File: src/rtl/arith_pkg.sv
// Shared arithmetic-unit definitions used by the divider and its multiplier companion.
`timescale 1ns/1ps
package arith_pkg;

  typedef enum logic [1:0] {
    IDLE = 2'd0,
    CALC = 2'd1,
    DONE = 2'd2
  } div_state_t;

  // Divide-by-zero quotient is every bit set to this value (all ones).
  localparam bit DIV0_QUOTIENT_ALL_ONES = 1'b1;

endpackage

File: src/rtl/div_step.sv
// One restoring shift-and-subtract iteration: shift in the next dividend bit,
// subtract the divisor, keep the difference only if it did not go negative.
`timescale 1ns/1ps
module div_step #(
  parameter int WIDTH = 32
) (
  input  logic [WIDTH:0]   rem_w,
  input  logic [WIDTH-1:0] quo_w,
  input  logic [WIDTH-1:0] dsr,
  output logic [WIDTH:0]   rem_next,
  output logic [WIDTH-1:0] quo_next
);

  logic [WIDTH:0] shifted;
  logic [WIDTH:0] trial;
  logic           unused_rem_msb;

  // The partial remainder never reaches WIDTH+1 significant bits, so its MSB is dropped by the shift.
  assign unused_rem_msb = rem_w[WIDTH];

  assign shifted  = {rem_w[WIDTH-1:0], quo_w[WIDTH-1]};
  assign trial    = shifted - {1'b0, dsr};
  assign rem_next = trial[WIDTH] ? shifted : trial;
  assign quo_next = {quo_w[WIDTH-2:0], ~trial[WIDTH]};

endmodule

File: src/rtl/seq_divider.sv
// Iterative restoring unsigned divider, one quotient bit per clock, with a
// single-shot in_valid/out_valid handshake matching the sequential multiplier.
`timescale 1ns/1ps
module seq_divider
  import arith_pkg::*;
#(
  parameter int WIDTH = 32,
  parameter int CNT_W = 6
) (
  input  logic             clk,
  input  logic             rst,
  input  logic             in_valid,
  input  logic [WIDTH-1:0] dividend,
  input  logic [WIDTH-1:0] divisor,
  output logic [WIDTH-1:0] quotient,
  output logic [WIDTH-1:0] remainder,
  output logic             div_by_zero,
  output logic             out_valid,
  output logic             busy
);

  div_state_t       state, state_next;
  logic [CNT_W-1:0] counter;
  logic [WIDTH:0]   rem_w, rem_next;
  logic [WIDTH-1:0] quo_w, quo_next, dsr;
  logic             accept, short_path, last_step;

  assign accept     = (state == IDLE) && in_valid;
  assign short_path = (divisor == '0) || (dividend == '0);
  assign last_step  = (state == CALC) && (counter == CNT_W'(WIDTH - 1));

  div_step #(.WIDTH(WIDTH)) u_step (
    .rem_w    (rem_w),
    .quo_w    (quo_w),
    .dsr      (dsr),
    .rem_next (rem_next),
    .quo_next (quo_next)
  );

  // NOTE: sequential state uses non-blocking (<=) so every register samples pre-edge values.
  always_ff @(posedge clk or posedge rst) begin
    if (rst) state <= IDLE;
    else     state <= state_next;
  end

  // NOTE: state_next gets a default before the case so no path can infer a latch.
  always_comb begin
    state_next = state;
    unique case (state)
      IDLE:    if (in_valid) state_next = short_path ? DONE : CALC;
      CALC:    if (last_step) state_next = DONE;
      DONE:    state_next = IDLE;
      default: state_next = IDLE;
    endcase
  end

  // NOTE: the working registers are reset too, so the block starts from a known state after an abort.
  always_ff @(posedge clk or posedge rst) begin
    if (rst) begin
      rem_w   <= '0;
      quo_w   <= '0;
      dsr     <= '0;
      counter <= '0;
    end else if (accept) begin
      rem_w   <= '0;
      quo_w   <= dividend;
      dsr     <= divisor;
      counter <= '0;
    end else if (state == CALC) begin
      rem_w   <= rem_next;
      quo_w   <= quo_next;
      counter <= counter + 1'b1;
    end
  end

  // Results load only on entry to DONE and hold afterwards.
  always_ff @(posedge clk or posedge rst) begin
    if (rst) begin
      quotient    <= '0;
      remainder   <= '0;
      div_by_zero <= 1'b0;
    end else if (accept && short_path) begin
      if (divisor == '0) begin
        quotient    <= {WIDTH{DIV0_QUOTIENT_ALL_ONES}};
        remainder   <= dividend;
        div_by_zero <= 1'b1;
      end else begin
        quotient    <= '0;
        remainder   <= '0;
        div_by_zero <= 1'b0;
      end
    end else if (last_step) begin
      quotient    <= quo_next;
      remainder   <= rem_next[WIDTH-1:0];
      div_by_zero <= 1'b0;
    end
  end

  assign out_valid = (state == DONE);
  assign busy      = (state != IDLE);

endmodule

File: config.mk
export PLATFORM = sky130hd
export DESIGN_NAME = seq_divider
export DESIGN_NICKNAME = d
export VERILOG_FILES = /design/src/rtl/arith_pkg.sv /design/src/rtl/div_step.sv /design/src/rtl/seq_divider.sv
export SDC_FILE = /design/constraint.sdc
export NUM_CORES = 1
export LEC_CHECK = 0
export CORE_ASPECT_RATIO = 2
export CORE_MARGIN = 2
export CORE_UTILIZATION = 52
export DETAILED_ROUTE_END_ITERATION = 8
export PLACE_DENSITY = 0.87
export RECOVER_POWER = 50
export SYNTH_ARGS = -nofsm -noshare
export SYNTH_HDL_FRONTEND = slang
export SYNTH_SLANG_ARGS = --single-unit
File: constraint.sdc
create_clock -name clk -period 7.5 [get_ports clk]
set_input_delay 1.125 -clock clk [delete_from_list [all_inputs] [get_ports clk]]
set_output_delay 1.125 -clock clk [all_outputs]
set_load 0.01 [all_outputs]
==> reports/metrics.yaml <==
outcome: "finished, violations left"
violations: "max-capacitance violations, max-slew violations"
antennaDiodeCount: 0
fp.dieW_microns: 98.8
grt_first_pass_wirelength_mm: 43.3
p_leak_nw: 4.95
yosysTopAreaCell: "dfrtp_1"
synth_area_leaders: "dfrtp_1, o21ai_0, nand2_1"
wl_per_cell_microns: 19.3
grt_max_degree: 102
area_delta_synth_final_pct: 21.1
yosysMostFrequentCell: "dfrtp_1"
num_vias: 8629
endpoint_kind: "asynchronous set/reset pin"
cts_buffer_depth: 2
hpwl_mm: 18.9
synth-async-reset-ratio_pct: 100
dp_cells: 1364
yosys_warnings: 0
critical_path_buf_inv_count: 3
cts_made_buffers: 17
avgSynthCellArea_sq_um: 8.64
cts_setup_buffers: 0
ys_ff_latch: 169
cts_sinks: 169
clock_skew_ns: 0.0110
wl_mm: 26.9
setup_violations: 0
fin_crit_ns: 4.82
drt_iter0_drc: 789
powerDensity_nw_per_um2: 527
postLayoutCellArea_sq_um: 11300
core_region_area_sq_um: 17700
rsz0062_at_grt: "false"
maxSlewViolCount: 169
place_area_sq_um: 10700
tightest_slew_ns: 4.47
grt_pass1_vias: 8304
cts_tree: "built"
cts_resized: 0
rows: 69
postRouteAntennaNets: 0
design.die.area_sq_um: 19100
htreeDepth: 4
synth_cell_types: 59
track_usage_pct: 28.2
critPathKind: "input port to asynchronous set/reset pin"
synth_fp_nets: 1183
hold_path.class: "register to register"
crit_arrival_ns: 5.27
antenna_found_initial: 0
regArea_sq_um: 4230
clock_latency_ns: 0.44
slowest_stage: "clkinvlp_2"
ios: 134
peakVddDrop_mv: 0.312
cp_max_fo: 101
fillers: 1452
ys_seq_area_share_pct: 45.2
synth.top_cell.area_share_pct: 45.2
io_buffers: 133
root_buffer: "clkbuf_16"
fin_cells: 1396
synthCells: 1082
cap_violations: 2
crit_family: "buffers and inverters"
cp_cell_sequence: "dlygate4sd3_1, clkinvlp_2, buf_4"
netlist_area_sq_um: 9350
relSlewSlack_pct: -200
yosys-top-cells-count: "dfrtp_1, nand2_1, nor2_1, o21ai_0, a21oi_1"
die_y_microns: 194
cpPeakStageDelay_ns: 2.50
multi_input_area_sq_um: 4670
drive_above_1_share_pct: 5.07
fin_setup_tns_ns: 0
initial_core_util_pct: 52.8
gp_congestion: 0.903
critPathRequiredTime_ns: 7.95
fin_crit_sh_pct: 64.2
hold_viol: 0
synth_edf_count: 0
max_freq_mhz: 208
via_per_inst: 6.18
drc: 0
drt_first_pass_iters: 7
synthFlopType: "dfrtp_1"
finalNetCount: 1271
cp-start-kind: "input port"
clk_pin_slew_ns: 0.07
grt-ovfl-total: 0
cts_hold_buf: 0
==> per-layer routing <==
metal	vias to the layer above	track usage (%)	part of all wire, %
met1	4094	33.4	37
li1	4033	-	-
met4	0	16.2	5.8
met5	-	0	0
met3	88	4.04	5.6
met2	414	48.1	52
==> cell families after synthesis <==
kind of cell | Yosys count | synth area share, %
AO/OA/AOI/OAI | 360 | 23.4
AND/OR/NAND/NOR | 353 | 16.7
flip-flops | 169 | 45.2
buffers and inverters | 116 | 5.07
adder cells (fa/ha/maj) | 34 | 4.63
multiplexers | 26 | 2.78
XOR/XNOR | 24 | 2.25
==> state kept, by name, summed over array words and instances (netlist names) <==
signal	flops
dsr	32
quo_w	32
quotient	32
rem_w	32
remainder	32
counter	6
state	2
div_by_zero	1
==> stage by stage <==
step	setup slack [ns]	hold WS (ns)	utilization (%)	total power, mW
floorplan	1.80	0.450	-	4.07
global placement	2.87	0.474	60.6	4.94
detailed placement	2.68	0.480	60.6	5.04
CTS	3.10	0.497	64.0	5.96
global route	1.93	0.530	64.0	6.38
finish	2.68	0.498	64.0	5.96
==> worst paths after layout <==
check                                         from                         to  slack [ns]  cells past startpoint
setup / recovery                               rst         dsr[1]$_DFFE_PP0P_        2.68                      3
hold / removal             div_by_zero$_DFFE_PP0P_    div_by_zero$_DFFE_PP0P_        0.50                      2
max in group clk                        divisor[0]  remainder[21]$_DFFE_PP0P_        3.02                      9
min in group asynchronous                      rst      quo_w[21]$_DFFE_PP0P_        2.51                      2
hold reg to reg            div_by_zero$_DFFE_PP0P_    div_by_zero$_DFFE_PP0P_        0.50                      2
setup reg to reg              state[1]$_DFFE_PP0P_  remainder[29]$_DFFE_PP0P_        3.69                      5
==> layout by cell type (no fill, tap or decap), drive strengths merged, types with 26 or more instances in the layout <==
master         netlist  final
a21oi               97     97
nor2               105    105
o21ai              119    119
ha                  33     33
a211oi              33     33
clkdlybuf4s50        0     78
mux2i               26     26
nand2              134    134
dfrtp              169    169
dlygate4sd3          0     55
inv                 44     48
nand3               41     41
==> report_power, final <==
| part | switching, mW | internal (mW) | total (mW) |
|---|---|---|---|
| combinational | 2.02 | 1.42 | 3.44 |
| clock | 0.399 | 0.494 | 0.893 |
| sequential | 0.284 | 1.34 | 1.63 |
==> worst register-to-register path: cells and delay by family (launching register included) <==
kind,cells,cell delay (ns)
AO/OA/AOI/OAI,1,0.61
AND/OR/NAND/NOR,3,2.05
buffers and inverters,1,0.64
flip-flops,1,0.39
==> area by class of cell <==
class,count,area share [%]
clock buffers,20,4.12
clock inverters,12,1.15
inverters,44,1.47
multi-input cells,797,41.3
flip-flops and latches,169,37.4
well taps,213,2.35
repair buffers,141,12.3
No activity file was read; power rests on OpenSTA's default activity.
